File: src/rtl/mem_wb_stage.sv
// MEM/WB pipeline register and writeback stage.
// Captures the memory-stage result each cycle, selects the register-file write
// data, exposes a forwarding source for execute, and keeps the cycle and
// retired-instruction counters.
module mem_wb_stage #(
  parameter int unsigned DATA_WIDTH    = 32,
  parameter int unsigned COUNTER_WIDTH = 64
) (
  input  logic                     clk,
  input  logic                     reset_n,

  // Memory-stage handoff
  input  logic                     valid_in,
  input  logic                     stall_in,
  input  logic                     flush_in,
  input  logic [DATA_WIDTH-1:0]    alu_data_in,
  input  logic [DATA_WIDTH-1:0]    memory_data_in,
  input  logic [DATA_WIDTH-1:0]    pc_in,
  input  logic [4:0]               rd_in,
  input  logic                     reg_write_in,
  input  logic [1:0]               wb_sel_in,

  // Register-file write port and forwarding source
  output logic                     reg_write_out,
  output logic [4:0]               wb_rd_out,
  output logic [DATA_WIDTH-1:0]    wb_data_out,
  output logic                     fwd_valid_out,

  // Retirement and performance counters
  output logic                     retire_out,
  output logic [COUNTER_WIDTH-1:0] cycle_count_out,
  output logic [COUNTER_WIDTH-1:0] instret_count_out
);

  // Writeback source encodings; 2'b11 is reserved and falls back to the ALU.
  localparam logic [1:0] WbSelAlu = 2'b00;
  localparam logic [1:0] WbSelMem = 2'b01;
  localparam logic [1:0] WbSelPc4 = 2'b10;

  // ---------------------------------------------------------------------------
  // Pipeline state
  // ---------------------------------------------------------------------------
  logic                     r_valid;
  // Set only on the cycle an instruction first lands here; cleared while the
  // stage holds, so side effects fire once per instruction.
  logic                     r_new;
  logic [DATA_WIDTH-1:0]    r_alu;
  logic [DATA_WIDTH-1:0]    r_mem;
  logic [DATA_WIDTH-1:0]    r_pc;
  logic [4:0]               r_rd;
  logic [1:0]               r_wb_sel;
  logic                     r_reg_write;

  logic [COUNTER_WIDTH-1:0] r_cycle;
  logic [COUNTER_WIDTH-1:0] r_instret;

  logic                     w_fwd_valid;
  logic                     w_retire;
  logic [DATA_WIDTH-1:0]    w_pc_plus4;
  logic [DATA_WIDTH-1:0]    w_wb_data;

  // Pipeline register: reset > flush > stall > capture.
  always_ff @(posedge clk) begin
    if (!reset_n) begin
      r_valid     <= 1'b0;
      r_new       <= 1'b0;
      r_alu       <= '0;
      r_mem       <= '0;
      r_pc        <= '0;
      r_rd        <= '0;
      r_wb_sel    <= '0;
      r_reg_write <= 1'b0;
    end else if (flush_in) begin
      // Payload fields are left alone; a bubble masks them.
      r_valid <= 1'b0;
      r_new   <= 1'b0;
    end else if (stall_in) begin
      r_new <= 1'b0;
    end else begin
      r_valid     <= valid_in;
      r_new       <= valid_in;
      r_alu       <= alu_data_in;
      r_mem       <= memory_data_in;
      r_pc        <= pc_in;
      r_rd        <= rd_in;
      r_wb_sel    <= wb_sel_in;
      r_reg_write <= reg_write_in;
    end
  end

  // Performance counters: free-running, wrap naturally, ignore stall/flush.
  always_ff @(posedge clk) begin
    if (!reset_n) begin
      r_cycle   <= '0;
      r_instret <= '0;
    end else begin
      r_cycle   <= r_cycle + COUNTER_WIDTH'(1);
      r_instret <= r_instret + COUNTER_WIDTH'(w_retire);
    end
  end

  // ---------------------------------------------------------------------------
  // Writeback datapath
  // ---------------------------------------------------------------------------
  // Link address for JAL/JALR; wraps modulo 2^DATA_WIDTH.
  assign w_pc_plus4 = r_pc + DATA_WIDTH'(4);

  // Writeback data select from the stored fields.
  always_comb begin
    w_wb_data = r_alu;
    case (r_wb_sel)
      WbSelAlu: w_wb_data = r_alu;
      WbSelMem: w_wb_data = r_mem;
      WbSelPc4: w_wb_data = w_pc_plus4;
      default:  w_wb_data = r_alu;
    endcase
  end

  // x0 is never a real destination, so it is neither forwarded nor written.
  assign w_fwd_valid = r_valid & r_reg_write & (r_rd != 5'd0);
  assign w_retire    = r_valid & r_new;

  assign reg_write_out     = w_fwd_valid & r_new;
  assign wb_rd_out         = r_rd;
  assign wb_data_out       = w_wb_data;
  assign fwd_valid_out     = w_fwd_valid;
  assign retire_out        = w_retire;
  assign cycle_count_out   = r_cycle;
  assign instret_count_out = r_instret;

endmodule

File: config.mk
export PLATFORM = sky130hd
export DESIGN_NAME = mem_wb_stage
export DESIGN_NICKNAME = d
export VERILOG_FILES = /design/src/rtl/mem_wb_stage.sv
export SDC_FILE = /design/constraint.sdc
export NUM_CORES = 1
export LEC_CHECK = 0
export ABC_AREA = 0
export BUFFER_PORTS_ARGS = -buffer_cell sky130_fd_sc_hd__buf_2
export CAP_MARGIN = 30
export CELL_PAD_IN_SITES_DETAIL_PLACEMENT = 2
export CELL_PAD_IN_SITES_GLOBAL_PLACEMENT = 2
export CORE_AREA = 8 8 198 200
export DETAILED_ROUTE_END_ITERATION = 10
export DIE_AREA = 0 0 206 208
export GPL_TIMING_DRIVEN = 1
export PLACE_DENSITY_LB_ADDON = 0.1
export RECOVER_POWER = 100
export SYNTH_ARGS = -nofsm -noshare
export SYNTH_HDL_FRONTEND = slang
export SYNTH_SLANG_ARGS = --single-unit
File: constraint.sdc
create_clock -name clk -period 4.85 [get_ports clk]
set_input_delay 0.7275 -clock clk [delete_from_list [all_inputs] [get_ports clk]]
set_output_delay 0.7275 -clock clk [all_outputs]
set_load 0.03 [all_outputs]
==> impl_metrics.sql <==
INSERT INTO impl_metrics (metric_group, metric, value, unit) VALUES
('synthesis', 'synthesis.yosys.warnings', '0', ''),
('synthesis', 'synth_ff_type', 'sky130_fd_sc_hd__dfxtp_1', ''),
('sta', 'finish_stage_setup_viols', '0', ''),
('flow_run', 'maxCapViolations', '3', ''),
('worst_setup_path', 'required', '4120', 'ps'),
('synthesis', 'netlist_instances', '1354', ''),
('synthesis', 'combinational_family_with_the_most_area_after_synthesis', 'simple AND/OR/NAND/NOR gates', ''),
('global_route', 'grt_pass1_wl', '66800', 'um'),
('clock_network', 'cts_buffer_depth', '3', ''),
('final_layout', 'most_frequent_cells_in_the_layout', 'sky130_fd_sc_hd__nand2_1 (303), sky130_fd_sc_hd__dfxtp_1 (234), sky130_fd_sc_hd__clkbuf_1 (178), sky130_fd_sc_hd__a21oi_1 (169), sky130_fd_sc_hd__buf_2 (111)', ''),
('power', 'power.switching', '1.10', 'mW'),
('drt', 'route.antenna.remaining_nets', '0', ''),
('sta', 'setup_tns', '0', 'ps'),
('power', 'p_seq_share', '44.1', '%'),
('synthesis', 'synth_cell_types', '47', ''),
('worst_setup_path', 'critical_path_buf_inv_count', '2', ''),
('place', 'io_buffers', '276', ''),
('clock_network', 'htreeDepth', '1', ''),
('final_layout', 'final_layout_size_suffix_gt1_share', '10.8', '%'),
('clock_network', 'cts_setup_buffers', '0', ''),
('worst_setup_path', 'crit_path_max_incr_delay', '780', 'ps'),
('sta', 'postLayoutSetupSlackWorst', '908', 'ps'),
('floorplan', 'row_count', '70', ''),
('sta', 'period_minus_slack', '3940', 'ps'),
('clock_network', 'cts_made_buffers', '29', ''),
('synthesis', 'synthAdderAreaFrac', '0.823', '%'),
('power', 'pwr-share-clk', '49.5', '%'),
('floorplan', 'die_h', '208', 'um'),
('status', 'outcome', 'finished with violations', ''),
('worst_setup_path', 'timing.critical_path.mode_cell', 'sky130_fd_sc_hd__clkbuf_1', ''),
('place', 'weighted_congestion_at_the_end_of_routability_driven_global_placement', '0.759', ''),
('synthesis', 'synth_compound_area_share', '14.2', '%'),
('worst_setup_path', 'timing.critical_path.fanout_max', '17', ''),
('floorplan', 'fp.coreArea', '36100', 'um2'),
('drt', 'routed_via_density', '5.18', ''),
('sta', 'grt_setup_unrepaired', 'false', ''),
('final_layout', 'final_common_cell', 'sky130_fd_sc_hd__nand2_1', ''),
('floorplan', 'floorplan.die.width', '206', 'um'),
('place', 'dp.cells', '2035', ''),
('global_route', 'grt_use_total', '19.1', '%'),
('final_layout', 'synthToLayoutAreaGrowth', '23.8', '%'),
('power', 'power.density', '344', 'nW/um2'),
('power', 'cellInternalPower', '3.44', 'mW'),
('final_layout', 'finish.net_count', '1714', ''),
('power', 'vdd_ir_drop_max', '0.000241', 'V'),
('final_layout', 'fill_cells', '4324', ''),
('global_route', 'globalRoute.totalOverflow', '0', ''),
('drt', 'detail_route.first_pass.iterations', '4', ''),
('clock_network', 'clkTransAtPathRegs', '60', 'ps'),
('drt', 'drc', '0', ''),
('worst_setup_path', 'worst-setup-path-type', 'flop to output pin', ''),
('drt', 'drt_iter0_markers', '407', ''),
('final_layout', 'instances_no_fill', '2092', ''),
('global_route', 'first_global_vias', '11800', ''),
('power', 'power_leakage', '4.46', 'nW'),
('sta', 'timing.final.max_slew_violations', '171', ''),
('synthesis', 'async_flop_share', '0', '%'),
('synthesis', 'synth-simple-area-share', '29.9', '%'),
('synthesis', 'post_synth_instance_area', '10600', 'um2'),
('sta', 'slew-limit-headroom', '-33.1', '%'),
('floorplan', 'floorplan.initialDensity', '29.5', '%'),
('clock_network', 'clock_sink_total', '234', ''),
('status', 'failing_checks', 'capacitance limit, slew limit', ''),
('final_layout', 'seqCellArea', '4680', 'um2'),
('clock_network', 'tritoncts', 'built', ''),
('sta', 'max_slew.worst_pin.slew', '2000', 'ps'),
('drt', 'route.detailed.wl_per_inst', '20.2', 'um'),
('synthesis', 'ys_seq_elements', '234', ''),
('global_route', 'largest_net_degree_at_the_start_of_global_routing', '112', ''),
('clock_network', 'clock_insertion_delay_worst_skew', '550', 'ps'),
('drt', 'routed_wirelength', '42200', 'um');
-- synth_stat cells, types with 2 or more instances --
library cell	count	area share, %
sky130_fd_sc_hd__nand3_1	52	2.4
sky130_fd_sc_hd__buf_2	4	0.19
sky130_fd_sc_hd__or4_1	13	0.92
sky130_fd_sc_hd__nor3_1	10	0.47
sky130_fd_sc_hd__buf_1	8	0.28
sky130_fd_sc_hd__xor2_1	58	4.8
sky130_fd_sc_hd__a22oi_1	8	0.56
sky130_fd_sc_hd__a221oi_1	2	0.16
sky130_fd_sc_hd__nor4_2	5	0.59
sky130_fd_sc_hd__nand4_2	2	0.24
sky130_fd_sc_hd__a21oi_1	169	8.0
sky130_fd_sc_hd__nor2_1	76	2.7
sky130_fd_sc_hd__inv_1	21	0.74
sky130_fd_sc_hd__and3_1	23	1.4
sky130_fd_sc_hd__and2_1	16	0.94
sky130_fd_sc_hd__clkbuf_1	62	2.2
sky130_fd_sc_hd__or3_1	51	3.0
sky130_fd_sc_hd__o31ai_1	14	0.99
sky130_fd_sc_hd__o221ai_1	20	1.6
sky130_fd_sc_hd__ha_1	7	0.82
sky130_fd_sc_hd__nand4_1	70	4.1
sky130_fd_sc_hd__and4_1	7	0.58
sky130_fd_sc_hd__nand3b_1	2	0.14
sky130_fd_sc_hd__xnor2_1	31	2.6
sky130_fd_sc_hd__dfxtp_1	234	44
sky130_fd_sc_hd__o21ai_0	57	2.7
sky130_fd_sc_hd__nor4_1	10	0.59
sky130_fd_sc_hd__nand2_1	303	11
-- power by group through the flow --
stage | Sequential [mW] | Combinational, mW | Clock, mW
after detailed placement | 2.04 | 0.303 | 0
final | 2.00 | 0.291 | 2.24
after global placement | 2.04 | 0.300 | 0
after global routing | 2.01 | 0.324 | 2.39
after CTS | 2.00 | 0.305 | 2.32
after floorplan | 2.04 | 0.166 | 0
-- registers in the layout (all words and copies together), names as in the netlist --
register,count
r_valid,1
r_wb_sel,2
wb_rd_out,5
r_alu,32
r_mem,32
r_new,1
instret_count_out,64
r_reg_write,1
cycle_count_out,64
r_pc,32
-- per-layer routing --
metal  GRT usage [%]  wire [um]  up-vias
li1                -          -     5237
met1            23.4      18200     5319
met2            32.7      20400      219
met3            4.57       2550       61
met4            5.26       1070        4
met5               0         27        -
-- worst paths after layout --
check	startpoint	end	slack [ps]	depth (start not counted)
max reg2reg	r_valid	instret_count_out[40]	1890	8
max	r_wb_sel[0]	wb_data_out[4]	910	5
min	flush_in	r_valid	390	2
min reg2reg	r_alu[8]	r_alu[8]	460	2
-- cell families (layout without fill, tap and decap cells) --
| group | count (synthesis) | in the layout |
|---|---|---|
| AND/OR/NAND/NOR | 653 | 653 |
| multiplexers | 1 | 1 |
| flip-flops | 234 | 234 |
| buffers and inverters | 97 | 363 |
| XOR/XNOR | 89 | 89 |
| AO/OA/AOI/OAI | 273 | 273 |
| adder cells (fa/ha/maj) | 7 | 7 |
| other | 0 | 4 |
-- stage by stage --
step | hold slack (ps) | area [um2] | util, %
floorplan | 436 | 10600 | -
global placement | 442 | 12400 | 34.4
detailed placement | 452 | 12400 | 34.5
CTS | 389 | 13400 | 37.2
global route | 371 | 13200 | 36.5
finish | 387 | 13200 | 36.5
-- layout make-up --
type                            count  share of cell area [%]
Multi-Input combinational cell   1023                    42.3
Clock buffer                       48                    6.96
Sequential cell                   234                    35.6
Tap cell                          468                    4.45
Clock inverter                      5                   0.599
Timing Repair Buffer              288                    9.41
Inverter                           22                   0.665
Antenna cell                        4                  0.0760
(Power assumes the default switching activity.)
